==> src/rtl/ball_game_sequencer.sv <==
// Round controller for the ballplayer game: serves the ball, scores hand hits,
// tracks lives and the round timer, and raises difficulty by lowering k.
module ball_game_sequencer #(
    parameter logic [8:0]  HOME_Y        = 9'd20,
    parameter logic [1:0]  K_INIT        = 2'd3,
    parameter int unsigned LEVEL_STEP    = 10,
    parameter logic [1:0]  LIVES_INIT    = 2'd3,
    parameter logic [6:0]  ROUND_SEC     = 7'd60,
    parameter int unsigned TICKS_PER_SEC = 55,
    parameter int unsigned ARM_TICKS     = 3,
    parameter logic [13:0] SCORE_MAX     = 14'd9999
) (
    input  logic        clk_out,
    input  logic        reset,
    input  logic        start_btn,
    input  logic        stop_flag,
    input  logic [8:0]  pic_y,
    input  logic [8:0]  handline,
    output logic        release_n,
    output logic [8:0]  home,
    output logic [1:0]  k,
    output logic        over_flag,
    output logic        end_beep,
    output logic [13:0] score,
    output logic [1:0]  lives,
    output logic [6:0]  time_left,
    output logic [2:0]  state
);

    localparam int unsigned SEC_W = (TICKS_PER_SEC > 2) ? $clog2(TICKS_PER_SEC) : 1;
    localparam int unsigned LVL_W = (LEVEL_STEP > 2) ? $clog2(LEVEL_STEP) : 1;
    localparam int unsigned ARM_W = ($clog2(ARM_TICKS) > 2) ? $clog2(ARM_TICKS) : 2;

    localparam logic [SEC_W-1:0] SEC_LAST = SEC_W'(TICKS_PER_SEC - 1);
    localparam logic [LVL_W-1:0] LVL_LAST = LVL_W'(LEVEL_STEP - 1);
    localparam logic [ARM_W-1:0] ARM_LAST = ARM_W'(ARM_TICKS - 1);

    typedef enum logic [2:0] {
        S_IDLE   = 3'd0,
        S_ARMED  = 3'd1,
        S_PLAY   = 3'd2,
        S_LANDED = 3'd3,
        S_OVER   = 3'd4
    } state_t;

    state_t           state_q, state_d;
    logic             release_n_q, release_n_d;
    logic [1:0]       k_q, k_d;
    logic             over_flag_q, over_flag_d;
    logic             end_beep_q, end_beep_d;
    logic [13:0]      score_q, score_d;
    logic [1:0]       lives_q, lives_d;
    logic [6:0]       time_left_q, time_left_d;
    logic [SEC_W-1:0] sec_div_q, sec_div_d;
    logic [LVL_W-1:0] level_cnt_q, level_cnt_d;
    logic [ARM_W-1:0] arm_cnt_q, arm_cnt_d;
    logic             btn_q, btn_d;
    logic             above_q, above_d;

    logic start_pe_c;
    logic above_c;
    logic hit_c;
    logic wrap_c;
    logic init_c;

    always_comb begin
        start_pe_c  = start_btn & ~btn_q;
        above_c     = (pic_y < handline);
        hit_c       = 1'b0;
        wrap_c      = 1'b0;
        init_c      = 1'b0;

        state_d     = state_q;
        k_d         = k_q;
        score_d     = score_q;
        lives_d     = lives_q;
        time_left_d = time_left_q;
        sec_div_d   = sec_div_q;
        level_cnt_d = level_cnt_q;
        arm_cnt_d   = arm_cnt_q;
        above_d     = above_q;
        btn_d       = start_btn;

        case (state_q)
            S_IDLE: begin
                if (start_pe_c) begin
                    init_c  = 1'b1;
                    state_d = S_ARMED;
                end
            end
            S_ARMED: begin
                above_d = above_c;
                if (arm_cnt_q == ARM_LAST) begin
                    arm_cnt_d = '0;
                    state_d   = S_PLAY;
                end else begin
                    arm_cnt_d = arm_cnt_q + ARM_W'(1);
                end
            end
            S_PLAY: begin
                above_d = above_c;
                hit_c   = above_c & ~above_q;
                wrap_c  = (sec_div_q == SEC_LAST);
                sec_div_d = wrap_c ? '0 : sec_div_q + SEC_W'(1);
                if (wrap_c && time_left_q != 7'd0) begin
                    time_left_d = time_left_q - 7'd1;
                end
                // A hit is scored even when the round ends on the same tick.
                if (hit_c) begin
                    if (score_q < SCORE_MAX) begin
                        score_d = score_q + 14'd1;
                    end
                    if (level_cnt_q == LVL_LAST) begin
                        level_cnt_d = '0;
                        if (k_q != 2'd0) begin
                            k_d = k_q - 2'd1;
                        end
                    end else begin
                        level_cnt_d = level_cnt_q + LVL_W'(1);
                    end
                end
                if (wrap_c && time_left_q == 7'd1) begin
                    state_d = S_OVER;
                end else if (stop_flag) begin
                    state_d = S_LANDED;
                    if (lives_q != 2'd0) begin
                        lives_d = lives_q - 2'd1;
                    end
                end
            end
            S_LANDED: begin
                state_d = (lives_q != 2'd0) ? S_ARMED : S_OVER;
            end
            S_OVER: begin
                if (start_pe_c) begin
                    init_c  = 1'b1;
                    state_d = S_ARMED;
                end
            end
            default: begin
                state_d = S_IDLE;
            end
        endcase

        // New game: restore round values before serving.
        if (init_c) begin
            score_d     = '0;
            lives_d     = LIVES_INIT;
            time_left_d = ROUND_SEC;
            k_d         = K_INIT;
            level_cnt_d = '0;
            sec_div_d   = '0;
            arm_cnt_d   = '0;
        end

        release_n_d = !(state_d == S_IDLE || state_d == S_ARMED);
        over_flag_d = (state_d == S_OVER);
        end_beep_d  = (state_d == S_OVER) && (state_q != S_OVER);
    end

    always_ff @(posedge clk_out or negedge reset) begin
        if (!reset) begin
            state_q     <= S_IDLE;
            release_n_q <= 1'b0;
            k_q         <= K_INIT;
            over_flag_q <= 1'b0;
            end_beep_q  <= 1'b0;
            score_q     <= '0;
            lives_q     <= LIVES_INIT;
            time_left_q <= ROUND_SEC;
            sec_div_q   <= '0;
            level_cnt_q <= '0;
            arm_cnt_q   <= '0;
            btn_q       <= 1'b0;
            above_q     <= 1'b0;
        end else begin
            state_q     <= state_d;
            release_n_q <= release_n_d;
            k_q         <= k_d;
            over_flag_q <= over_flag_d;
            end_beep_q  <= end_beep_d;
            score_q     <= score_d;
            lives_q     <= lives_d;
            time_left_q <= time_left_d;
            sec_div_q   <= sec_div_d;
            level_cnt_q <= level_cnt_d;
            arm_cnt_q   <= arm_cnt_d;
            btn_q       <= btn_d;
            above_q     <= above_d;
        end
    end

    assign release_n = release_n_q;
    assign home      = HOME_Y;
    assign k         = k_q;
    assign over_flag = over_flag_q;
    assign end_beep  = end_beep_q;
    assign score     = score_q;
    assign lives     = lives_q;
    assign time_left = time_left_q;
    assign state     = state_q;

endmodule

==> config.mk <==
export PLATFORM = sky130hd
export DESIGN_NAME = ball_game_sequencer
export DESIGN_NICKNAME = d
export VERILOG_FILES = /design/src/rtl/ball_game_sequencer.sv
export SDC_FILE = /design/constraint.sdc
export NUM_CORES = 1
export LEC_CHECK = 0
export ABC_CLOCK_PERIOD_IN_PS = 2400
export CAP_MARGIN = 20
export CORE_ASPECT_RATIO = 0.7
export CORE_MARGIN = 5
export CORE_UTILIZATION = 45
export DETAILED_ROUTE_END_ITERATION = 10
export PLACE_DENSITY = 0.76
export SLEW_MARGIN = 40
export SYNTH_ARGS = -nofsm -noshare
export SYNTH_HDL_FRONTEND = slang
export SYNTH_SLANG_ARGS = --single-unit
==> constraint.sdc <==
create_clock -name clk_out -period 2.4 [get_ports clk_out]
set_clock_uncertainty 0.1 [all_clocks]
set_input_delay 0.48 -clock clk_out [delete_from_list [all_inputs] [get_ports clk_out]]
set_output_delay 0.48 -clock clk_out [all_outputs]
set_load 0.01 [all_outputs]
Yosys cells after proc, flatten, opt, wreduce, memory -nomap -nowiden
Index checks and enable logic that the tools add are counted.
{"block": "op_classes", "addsub": 7, "magnitude_cmp": 2, "eq_ne": 12, "mux": 35, "bitwise": 4, "n_reduce_logical": 26}
{"op": "14-bit 2-to-1 mux", "n": 4}
{"op": "2-bit 2-to-1 mux", "n": 13}
{"op": "2-bit nonzero test", "n": 11}
{"op": "7-bit 2-to-1 mux", "n": 3}
{"op": "6-bit 2-to-1 mux", "n": 3}
{"op": "4-bit 2-to-1 mux", "n": 4}
{"op": "3-bit 2-to-1 mux", "n": 5}
{"op": "14-bit by 1-bit adder with 14-bit output (second input constant)", "n": 1}
{"op": "14-bit < comparator (second input constant)", "n": 1}
{"op": "3-bit case mux with 4 select lines", "n": 1}
{"op": "9-bit < comparator", "n": 1}
{"op": "4-bit AND reduction", "n": 2}
{"op": "7-bit by 1-bit == test with 1-bit output (second input constant)", "n": 1}
{"op": "7-bit nonzero test", "n": 1}
{"op": "7-bit by 1-bit subtractor with 7-bit output (second input constant)", "n": 1}
{"op": "6-bit by 1-bit adder with 6-bit output (second input constant)", "n": 1}
{"op": "3-bit by 1-bit == test with 1-bit output (second input constant)", "n": 2}
{"op": "3-bit by 2-bit == test with 1-bit output (second input constant)", "n": 2}
{"op": "3-bit == test (second input constant)", "n": 2}
{"op": "6-bit == test (second input constant)", "n": 1}
{"op": "3-bit logical NOT", "n": 2}
{"op": "4-bit by 1-bit adder with 4-bit output (second input constant)", "n": 1}
{"op": "4-bit == test (second input constant)", "n": 1}
{"op": "2-bit AND reduction", "n": 2}
{"op": "13 further kinds", "n": 20}
{"block": "totals", "reg_bits": 45, "in_bits": 22, "out_inout_bits": 40, "elab_cells": 99}

Logic depth before layout (Yosys ltp)
Gate-level depths: netlist of run 1.
{"block": "logic_depth", "word_depth": 7, "mapped_depth": 8, "ltp_nobuf": 7}

Worst setup path after synthesis of run 1
No wires, ideal clock.
{"block": "synth_path", "kind": "input to register", "start": "input port handline[3]", "end": "register score_q[10] (netlist: score[10])", "setup_time_ns": 0.078, "arrival_ns": 2.234, "required_ns": 2.222, "path_slack_ns": -0.012, "path_stages": 8, "n_path_buf": 1, "cell_sequence": "inv_1 > ha_1 > o21a_1 > o2111ai_1 > o21ai_0 > clkbuf_1 > or4_1 > a21oi_1"}
{"block": "synth_between", "elab_chain_len": 4}
{"element": "start, declared", "line_no": "18", "rtl": "input logic [8:0] handline,"}
{"element": "9-bit < comparator", "line_no": "68", "rtl": "above_c = (pic_y < handline);"}
{"element": "1-bit bitwise AND", "line_no": "102", "rtl": "hit_c = above_c & ~above_q;"}
{"element": "2-bit nonzero test (no line)"}
{"element": "3-bit AND reduction (no line)"}
{"element": "end signal, assigned", "line_no": "182", "rtl": "score_q <= score_d;"}
{"element": "end, declared", "line_no": "51", "rtl": "logic [13:0] score_q, score_d;"}
Every way passes these cells.
A chain may end at the register's enable or synchronous reset.

Worst setup path after layout of run 1
{"block": "layout_path", "start": "register above_q", "end": "register score_q[6] (netlist: score[6])"}
{"block": "layout_between", "elab_chain_len": 4}
{"element": "start, declared", "line_no": "58", "rtl": "logic above_q, above_d;"}
{"element": "start signal, assigned", "line_no": "189", "rtl": "above_q <= above_d;"}
{"element": "1-bit NOT", "line_no": "102"}
{"element": "1-bit bitwise AND", "line_no": "102"}
{"element": "2-bit nonzero test (no line)"}
{"element": "3-bit AND reduction (no line)"}
Every way passes these cells.

==> results of run 1 <==
==> cell usage in the layout (no fill, tap or decap), types with 3 or more instances in the layout <==
cell             count
clkbuf_8             6
o31ai_1              4
dfrtp_1             37
o21a_1               3
nand2_1             31
nor3_1              12
mux2i_1              6
clkdlybuf4s50_1     49
nand2b_1             4
dfstp_2              8
buf_4               25
xor2_1               4
nand3_1              6
a21oi_2              3
or3_1                5
nand4_1              8
xnor2_1              4
a21oi_1             15
o21ai_1              3
nor2_1              19
ha_1                14
conb_1               9
o21ai_0             12
nor2b_1              3
or4_1                4
inv_1               19
and3_1               4
==> path summary, 6_finish.rpt <==
kind / from / end / slack [ns] / depth (start not counted)
worst max-delay path: above_q$_DFFE_PN0P_ / score[6]$_DFFE_PN0P_ / -0.05 / 4
worst min-delay path: level_cnt_q[0]$_DFFE_PN0P_ / level_cnt_q[0]$_DFFE_PN0P_ / 0.41 / 1
worst max register to register: above_q$_DFFE_PN0P_ / score[6]$_DFFE_PN0P_ / -0.05 / 4
worst min register to register: level_cnt_q[0]$_DFFE_PN0P_ / level_cnt_q[0]$_DFFE_PN0P_ / 0.41 / 1
max in group asynchronous: reset / lives[0]$_DFFE_PN1P_ / 1.13 / 3
min in group asynchronous: reset / over_flag$_DFF_PN0_ / 0.48 / 2
==> routing by layer <==
layer / global-route usage, % / wire [um] / share of wire, %
met1: 23.03 / 2984 / 45
met2: 29.23 / 3152 / 47
met3: 5.000 / 460 / 6.9
met4: 5.095 / 68 / 1.0
met5: 0 / 0 / 0
==> registers in the layout, summed over array words and instances, names as in the netlist <==
signal,count
above_q,1
arm_cnt_q,2
btn_q,1
end_beep,1
k,2
level_cnt_q,4
lives,2
over_flag,1
release_n,1
score,14
sec_div_q,6
state,3
time_left,7
==> cell usage after synthesis, types with 5 or more instances <==
| cell type | n | share of area, % |
|---|---|---|
| dfrtp_1 | 37 | 34 |
| nand2_1 | 31 | 4.3 |
| nor2_1 | 20 | 2.8 |
| inv_1 | 19 | 2.7 |
| a21oi_1 | 18 | 3.4 |
| ha_1 | 16 | 7.5 |
| o21ai_0 | 15 | 2.8 |
| nor3_1 | 13 | 2.4 |
| buf_4 | 9 | 2.5 |
| clkbuf_1 | 8 | 1.1 |
| dfstp_2 | 8 | 7.8 |
| nand4_1 | 8 | 1.9 |
| mux2i_1 | 6 | 2.2 |
| nand3_1 | 6 | 1.1 |
| or3_1 | 6 | 1.4 |
| or4_1 | 6 | 1.7 |
| o31ai_1 | 5 | 1.4 |
==> cell families after synthesis <==
| logic type | after synthesis | synth area share, % |
|---|---|---|
| and+or+nand+nor | 113 | 21.85 |
| AOI/OAI and AO/OA | 68 | 16.64 |
| DFF | 45 | 42.31 |
| buffers and inverters | 38 | 6.617 |
| adders and majority gates | 16 | 7.456 |
| xor gates and xnor gates | 8 | 2.609 |
| muxes | 6 | 2.237 |
| other | 2 | 0.2797 |
==> final cells by class <==
type / count / share of cell area [%]
Inverter: 19 / 1.932
Clock buffer: 7 / 2.339
Tap cell: 75 / 2.542
Multi-Input combinational cell: 220 / 41.29
Timing Repair Buffer: 80 / 20.31
Clock inverter: 1 / 0.8136
Sequential cell: 45 / 30.78
==> power breakdown <==
group / internal (mW) / total [mW] / switching [mW]
Clock: 0.340 / 0.599 / 0.259
Combinational: 0.375 / 0.778 / 0.404
Sequential: 0.866 / 0.956 / 0.0901
Total: 1.58 / 2.33 / 0.753
==> through the flow <==
stage          TNS (ns)  cell area (sq um)  hold slack [ns]  cells
6_report       -0.05093               3691           0.4074    447
2_1_floorplan         0               2718          0.08441    303
3_5_place_dp     -7.730               3388           0.2753    431
5_1_grt         -0.1811               3691           0.4356    447
4_1_cts        -0.02114               3570           0.4015    442
3_3_place_gp     -6.704               3388           0.2774    431
==> what timing repair did <==
action | CTS | global route
hold buffers | 1 | 0
setup endpoints to repair | 15 | 16
buffers inserted | 2 | 5
pin swaps | 3 | 22
hold endpoints to repair | 8 | 0
gates resized for setup | 10 | 19
==> flow_metrics.py, run 1 <==
metrics = {
    "cells_and_area": {
        "syn2layout_area_growth_pct": 37.47,
        "n_antenna_cell": 0,
        "fillers": 467,
        "multi_input_area_sq_um": 1524,
        "seqCellArea_sq_um": 1136,
        "post-route-util_pct": 64.13,
        "fin_nets": 409,
        "layout-drive-gt1-share_pct": 18.28,
    },
    "cts": {
        "cts_tree": "done",
        "htreeDepth": 2,
        "root_buffer": "clkbuf_8",
        "clk_latency_ns": 0.30,
        "clock_sinks": 45,
        "numCtsBuffers": 5,
        "clk_pin_slew_ns": 0.08,
        "ctsLongestPathBuffers": 2,
    },
    "setup_path": {
        "start_kind": "register",
        "crit_slowest_cell": "or4b_4",
        "arrival_ns": 2.56,
        "path_cells": "or4b_4 > or4b_4 > or4_1 > a21oi_1",
        "critPathBufInv": 0,
        "crit_family": "simple AND/OR/NAND/NOR gates",
        "endpoint_kind": "register",
        "required_ns": 2.51,
        "crit_top_cell": "or4b_4",
        "worstPathMaxFanout": 7,
        "slowest_delay_ns": 0.59,
        "path_class": "register to register",
    },
    "run_status": {
        "violations": "setup timing",
        "status": "finished, violations left",
    },
    "floorplan": {
        "die_w_um": 102.3,
        "initial_utilization_pct": 46.65,
        "die-area_sq_um": 7636,
        "io_pins": 62,
        "core_area_sq_um": 5756,
        "row_count": 23,
        "die_height_um": 74.63,
    },
    "power_and_ir_drop": {
        "power_mw": 2.333,
        "power_density_nw_per_um2": 632.1,
        "power_leakage_nw": 1.595,
        "ir_drop_uv": 489.0,
    },
    "route": {
        "wl_per_cell_um": 14.91,
        "drt_iter0_markers": 98,
        "routed_wl_um": 6666,
        "via_count": 2437,
        "first_pass_iters": 4,
        "post-route-drc-count": 0,
        "vias_per_cell": 5.452,
        "ant_nets": 0,
    },
    "yosys": {
        "synth_area_per_cell_sq_um": 9.071,
        "synth_cell_types": 51,
        "ys_async_sr_fraction_pct": 100.0,
        "synth_edf_count": 0,
        "yosysWarnings": 0,
        "syn_area_sq_um": 2685,
        "synthFlopType": "dfrtp_1",
        "ys_ff_latch": 45,
        "synthCells": 296,
        "synth-seq-area-share_pct": 42.31,
    },
    "placement": {
        "pre_cts_slack_ns": -0.5340,
        "place.gp.congestion": 0.8842,
        "place_hpwl_um": 4775,
        "place.port_buffers": 52,
    },
    "sta": {
        "rsz0062_at_grt": "yes",
        "tightest_slew_ns": 0.5296,
        "hold_viol": 0,
        "fin_crit_sh_pct": 102.1,
        "slew_headroom_pct": 64.56,
        "maxSlewViolCount": 0,
        "timing.fmax_mhz": 408.0,
        "final.min_clock_period_ns": 2.451,
        "layout_setup_ws_ns": -0.05093,
        "finalSetupViolations": 1,
    },
    "worst_hold_path": {
        "hp-class": "register to register",
    },
    "global_routing": {
        "grt_max_degree": 29,
        "antenna_found_initial": 0,
        "grt_pass1_vias": 2423,
        "grt_pass1_wl_um": 10740,
        "grt_overflow_total": 0,
        "gr-usage-all-layers_pct": 17.69,
    },
    "run": {
        "cap_violations": 0,
    },
}
No activity file was read; power rests on OpenSTA's default activity.
==> inputs of run 2 (changes only) <==
--- a/config.mk
+++ b/config.mk
@@ -5,7 +5,7 @@
 export SDC_FILE = /design/constraint.sdc
 export NUM_CORES = 1
 export LEC_CHECK = 0
-export ABC_CLOCK_PERIOD_IN_PS = 2400
+export ABC_CLOCK_PERIOD_IN_PS = 2100
 export CAP_MARGIN = 20
 export CORE_ASPECT_RATIO = 0.7
 export CORE_MARGIN = 5
==> constraint.sdc (replaced) <==
create_clock -name clk_out -period 2.1 [get_ports clk_out]
set_clock_uncertainty 0.1 [all_clocks]
set_input_delay 0.42 -clock clk_out [delete_from_list [all_inputs] [get_ports clk_out]]
set_output_delay 0.42 -clock clk_out [all_outputs]
set_load 0.01 [all_outputs]
==> flow_metrics.py, run 2 (synthesized netlist as in run 1, its figures left out) <==
metrics = {
    "global_routing": {
        "gr-usage-all-layers_pct": 19.33,
        "grt_max_degree": 46,
        "antenna_found_initial": 0,
        "grt_pass1_wl_um": 11720,
        "grt_overflow_total": 0,
        "grt_pass1_vias": 2517,
    },
    "sta": {
        "tightest_slew_ns": 0.5742,
        "fin_crit_sh_pct": 108.6,
        "finalSetupViolations": 17,
        "layout_setup_ws_ns": -0.1813,
        "final.min_clock_period_ns": 2.281,
        "slew_headroom_pct": 61.72,
        "hold_slack_ns": 0.1003,
        "timing.fmax_mhz": 438.3,
        "rsz0062_at_grt": "yes",
        "maxSlewViolCount": 0,
        "hold_viol": 0,
    },
    "cts": {
        "numCtsBuffers": 5,
        "clock_sinks": 45,
        "cts_tree": "done",
        "ctsLongestPathBuffers": 2,
        "root_buffer": "clkbuf_8",
        "clk_latency_ns": 0.30,
        "clk_pin_slew_ns": 0.08,
        "htreeDepth": 2,
    },
    "setup_path": {
        "slowest_delay_ns": 0.59,
        "crit_top_cell": "or4b_4",
        "path_class": "register to register",
        "endpoint_kind": "register",
        "path_cells": "or4b_4 > or4b_4 > buf_6 > or3_1 > a21oi_2",
        "crit_family": "simple AND/OR/NAND/NOR gates",
        "required_ns": 2.23,
        "start_kind": "register",
        "worstRegToRegCells": 5,
        "worstPathMaxFanout": 6,
        "crit_cells": 5,
        "arrival_ns": 2.41,
        "critPathBufInv": 1,
        "crit_slowest_cell": "or4b_4",
    },
    "floorplan": {
        "core_area_sq_um": 5756,
        "io_pins": 62,
        "initial_utilization_pct": 46.65,
        "die-area_sq_um": 7636,
        "row_count": 23,
        "die_height_um": 74.63,
        "die_w_um": 102.3,
    },
    "cells_and_area": {
        "final_cell_mix": "dfrtp_1 (37), clkdlybuf4s50_1 (37), nand2_1 (29), buf_4 (29), nor2_1 (19)",
        "fin_cells": 461,
        "layout-drive-gt1-share_pct": 27.20,
        "fin_nets": 423,
        "syn2layout_area_growth_pct": 48.09,
        "n_antenna_cell": 0,
        "largest_register_ffs": 14,
        "fin_area_sq_um": 3976,
    },
    "run_status": {
        "status": "finished, violations left",
        "violations": "setup timing",
    },
    "placement": {
        "place_hpwl_um": 4756,
        "placed_area_sq_um": 3452,
        "place.port_buffers": 52,
        "dp_cells": 438,
        "place.gp.congestion": 0.8099,
    },
    "power_and_ir_drop": {
        "ir_drop_uv": 646.3,
        "power_leakage_nw": 1.711,
        "sw_frac_of_total_pct": 34.41,
        "seqPwrFrac_pct": 40.3,
        "clockPowerShare_pct": 20.5,
        "p_switching_uw": 928.4,
        "p_int_mw": 1.770,
        "power_density_nw_per_um2": 678.6,
        "combPwrFrac_pct": 39.2,
    },
    "run": {
        "cap_violations": 0,
    },
    "route": {
        "vias_per_cell": 5.542,
        "wl_per_cell_um": 16.09,
        "post-route-drc-count": 0,
        "drt_iter0_markers": 140,
        "first_pass_iters": 4,
        "ant_nets": 0,
        "routed_wl_um": 7417,
        "via_count": 2555,
    },
    "worst_hold_path": {
        "hp-class": "primary input to async pin",
    },
}
run 2: cell types whose count changed in the layout (fill, tap and decap cells not counted), moves of 3 or more:
cell / change
inv_1: -4
buf_4: +4
buf_6: +11
ha_1: -3
clkdlybuf4s50_1: -12
dlymetal6s2s_1: +3
dlygate4sd2_1: +9
inv_2: +4
o31ai_1: -4
run 2: final timing paths:
| path | start | to | slack [ns] |
|---|---|---|---|
| worst min-delay path | reset | arm_cnt_q[1]$_DFFE_PN0P_ | 0.10 |
| worst min register to register | level_cnt_q[0]$_DFFE_PN0P_ | level_cnt_q[0]$_DFFE_PN0P_ | 0.41 |
| max in group asynchronous | reset | lives[1]$_DFFE_PN1P_ | 1.40 |
| worst max-delay path | above_q$_DFFE_PN0P_ | score[4]$_DFFE_PN0P_ | -0.18 |
| min in group clk_out | level_cnt_q[0]$_DFFE_PN0P_ | level_cnt_q[0]$_DFFE_PN0P_ | 0.41 |
| worst max register to register | above_q$_DFFE_PN0P_ | score[4]$_DFFE_PN0P_ | -0.18 |
run 2: layer usage:
| metal | track usage, % | part of all wire [%] | vias up |
|---|---|---|---|
| li1 | - | - | 1230 |
| met1 | 24.65 | 43 | 1230 |
| met2 | 33.84 | 48 | 83 |
| met5 | 0 | 0 | - |
| met4 | 4.803 | 1.5 | 0 |
| met3 | 4.352 | 7.4 | 12 |
run 2: cell type report:
type | instances | area [sq um]
Clock buffer | 8 | 90.09
Fill cell | 454 | 1779
Inverter | 19 | 71.32
Multi-Input combinational cell | 220 | 1695
Sequential cell | 45 | 1136
Tap cell | 75 | 93.84
Timing Repair Buffer | 94 | 889.6
run 2: stage by stage:
stage          setup TNS (ns)  worst slack (ns)  power [mW]  utilization (%)
3_5_place_dp           -12.45           -0.7439       1.971            59.98
2_1_floorplan          -1.571           -0.2012       1.583                -
5_1_grt                -3.076           -0.2230       2.852            69.09
6_report               -1.727           -0.1813       2.698            69.09
4_1_cts                -1.521           -0.1817       2.612            66.39
3_3_place_gp           -11.39           -0.6654       1.940            59.98
run 2: what timing repair did:
action / 4_1_cts / 5_1_grt
hold buffers: 0 / 0
resized for setup: 56 / 31
pin swaps: 25 / 19
buffers inserted: 9 / 5
endpoints found under the setup margin: 21 / 24
gates cloned: 1 / 0
run 2: power by group through the flow:
stage                     Combinational, mW  Clock (mW)  Sequential [mW]
after floorplan                       0.463           0             1.12
after global placement                0.847           0             1.09
after detailed placement              0.872           0             1.10
after CTS                             0.964       0.565             1.08
after global routing                   1.16       0.591             1.10
final                                  1.06       0.552             1.09
==> inputs of run 3 (changes only) <==
--- a/config.mk
+++ b/config.mk
@@ -5,13 +5,14 @@
 export SDC_FILE = /design/constraint.sdc
 export NUM_CORES = 1
 export LEC_CHECK = 0
+export ABC_AREA = 1
 export ABC_CLOCK_PERIOD_IN_PS = 2100
 export CAP_MARGIN = 20
 export CORE_ASPECT_RATIO = 0.7
 export CORE_MARGIN = 5
 export CORE_UTILIZATION = 45
 export DETAILED_ROUTE_END_ITERATION = 10
-export PLACE_DENSITY = 0.76
+export PLACE_DENSITY = 0.75
 export SLEW_MARGIN = 40
 export SYNTH_ARGS = -nofsm -noshare
 export SYNTH_HDL_FRONTEND = slang
==> flow_metrics.py, run 3 <==
metrics = {
    "run_status": {
        "status": "finished clean",
    },
    "yosys": {
        "synthFlopType": "dfrtp_1",
        "synth_top_area_share_pct": 31.98,
        "yosysTopAreaCell": "dfrtp_1",
        "synth-seq-area-share_pct": 39.24,
        "synthCells": 387,
        "synth_common_cells": "nand2_1 (95), inv_1 (53), nand3_1 (40), dfrtp_1 (37), nor2_1 (29)",
        "synth_cell_types": 33,
        "synthMostInstantiatedCell": "nand2_1",
        "ys_ff_latch": 45,
        "syn_area_sq_um": 2895,
        "synth_area_per_cell_sq_um": 7.481,
        "ys_async_sr_fraction_pct": 100.0,
        "synth_edf_count": 0,
        "synth.area.top_cells": "dfrtp_1 (32%), nand2_1 (12%), dfstp_2 (7.3%), ha_1 (6.9%), nand3_1 (6.9%)",
        "yosysWarnings": 0,
    },
    "setup_path": {
        "path_class": "primary input to register",
        "r2r_slack_ns": 0.31,
        "crit_family": "buffers and inverters",
        "slowest_delay_ns": 0.51,
        "worstRegToRegCells": 10,
        "crit_slowest_cell": "clkdlybuf4s50_1",
        "required_ns": 2.20,
        "reg2reg_from": "score[0]$_DFFE_PN0P_",
        "arrival_ns": 2.16,
        "crit_top_cell": "nand2_1",
        "endpoint_kind": "register",
        "path_cells": "clkdlybuf4s50_1 > ha_4 > nand2_2 > inv_1 > a21oi_2 > nand2_1 > nor2_2 > nand3_2 > clkbuf_16 > nand3_1 > nand2_1",
        "rr_endpoint": "score[13]$_DFFE_PN0P_",
        "worstPathMaxFanout": 7,
        "critPathBufInv": 3,
        "start_kind": "primary input",
    },
    "power_and_ir_drop": {
        "power_density_nw_per_um2": 840.3,
        "power_leakage_nw": 1.884,
        "ir_drop_uv": 411.2,
    },
    "sta": {
        "maxSlewViolCount": 0,
        "hold_viol": 0,
        "final.min_clock_period_ns": 2.058,
        "layout_setup_ws_ns": 0.04170,
        "setup_tns_ns": 0,
        "fin_crit_sh_pct": 98.01,
        "finalSetupViolations": 0,
        "timing.fmax_mhz": 485.8,
    },
    "cts": {
        "cts_tree": "done",
        "clk_latency_ns": 0.30,
        "root_buffer": "clkbuf_8",
        "clock_sinks": 45,
        "clk_pin_slew_ns": 0.08,
        "htreeDepth": 2,
        "ctsLongestPathBuffers": 2,
        "numCtsBuffers": 5,
    },
    "cells_and_area": {
        "final_cell_mix": "nand2_1 (93), inv_1 (52), clkdlybuf4s50_1 (49)",
        "multi_input_area_sq_um": 1514,
        "post-route-util_pct": 60.22,
        "final_common_cell": "nand2_1",
        "seqCellArea_sq_um": 1136,
        "layout-drive-gt1-share_pct": 13.25,
        "fillers": 573,
        "largest_register_ffs": 14,
        "fin_nets": 490,
        "n_antenna_cell": 0,
        "syn2layout_area_growth_pct": 29.91,
    },
    "global_routing": {
        "grt_pass1_vias": 2515,
        "antenna_found_initial": 0,
        "grt_overflow_total": 0,
        "grt_pass1_wl_um": 11360,
        "grt_max_degree": 33,
        "gr-usage-all-layers_pct": 16.93,
    },
    "worst_hold_path": {
        "worstHoldStart": "k[1]$_DFFE_PN1P_",
        "whs_endpoint": "k[1]$_DFFE_PN1P_",
        "hp-class": "register to register",
        "whs_path_depth": 2,
    },
    "route": {
        "top_layer": "met4",
        "routed_wl_um": 6838,
        "first_pass_iters": 5,
        "wl_per_cell_um": 12.88,
        "post-route-drc-count": 0,
        "drt_iter0_markers": 163,
        "wl_met1_um": 3135,
        "via_count": 2663,
        "ant_nets": 0,
        "routed-wl-met3_um": 536,
        "vias_per_cell": 5.015,
        "dr_wl_met2_um": 3086,
    },
    "floorplan": {
        "row_count": 24,
        "core_area_sq_um": 6246,
        "die_height_um": 77.11,
        "die-area_sq_um": 8164,
        "initial_utilization_pct": 46.35,
        "io_pins": 62,
        "die_w_um": 105.9,
    },
    "placement": {
        "place.gp.congestion": 0.8416,
        "place_hpwl_um": 4902,
        "place.port_buffers": 52,
        "pre_cts_slack_ns": -0.2346,
    },
    "run": {
        "cap_violations": 0,
    },
}
-- run 3: cell count changes in the layout (fill, tap and decap cells not counted), sizes merged, moves of 7 or more --
cell,delta
a21oi,-7
nor2,+14
nand4,+14
clkdlybuf4s50,+12
nor3,-10
nand2,+65
dlygate4sd2,-9
nand3,+37
buf,-29
inv,+41
-- run 3: area by class of cell --
class	count	share of cell area, %
Inverter	60	5.988
Multi-Input combinational cell	272	40.25
Timing Repair Buffer	68	18.76
Tap cell	78	2.595
Clock buffer	6	1.929
Sequential cell	45	30.21
Clock inverter	2	0.2661
-- run 3: layer usage --
| metal | track usage [%] | vias to the layer above |
|---|---|---|
| met5 | 0 | - |
| met4 | 5.563 | 0 |
| li1 | - | 1364 |
| met1 | 23.22 | 1212 |
| met3 | 3.523 | 8 |
| met2 | 26.72 | 79 |
-- run 3: cells by family (layout without fill, tap and decap cells) --
kind of cell,after synthesis,in the layout,share of synthesized area (%)
AOI/OAI and AO/OA,35,35,6.699
xor gates and xnor gates,13,13,3.933
adders and majority gates,16,16,6.914
buffers and inverters,77,136,11.93
DFF,45,45,39.24
other,2,9,0.2594
and+or+nand+nor,199,199,31.03
-- run 3: timing repair --
action / CTS / global route
hold buffers: 0 / 1
hold endpoints to repair: 0 / 22
resized for setup: 0 / 14
buffers inserted: 0 / 2
endpoints found under the setup margin: 0 / 8
-- run 3: worst max path at each step --
stage,from,end,slack (ns),cells past startpoint
5_1_grt,handline[2],score[4]$_DFFE_PN0P_,-0.05,13
6_report,pic_y[8],score[13]$_DFFE_PN0P_,0.04,11
3_3_place_gp,handline[8],score[13]$_DFFE_PN0P_,-0.20,12
3_5_place_dp,handline[6],score[13]$_DFFE_PN0P_,-0.23,12
4_1_cts,handline[6],score[13]$_DFFE_PN0P_,0.09,12
2_1_floorplan,handline[8],score[3]$_DFFE_PN0P_,0.37,10
-- run 3: through the flow --
stage	power, mW	hold slack (ns)	instances	area, sq um
finish	3.160	0.3911	531	3761
detailed placement	2.598	0.3662	518	3522
global route	3.455	0.4099	531	3761
floorplan	2.094	0.02441	394	2922
global placement	2.557	0.3604	518	3522
CTS	3.143	0.07896	526	3605
-- run 3: power by group --
group          switching (mW)  leakage, nW  total (mW)  internal, mW
sequential              0.199        0.577        1.33          1.13
combinational           0.714         1.26        1.30         0.587
clock                   0.300       0.0450       0.531         0.231
total                    1.21         1.88        3.16          1.95
-- run 3: worst min-delay path, cell delays in order (launching register included) --
cell and delay [ns]:
dfstp_2 0.39, nand2_1 0.06, nand2_1 0.05
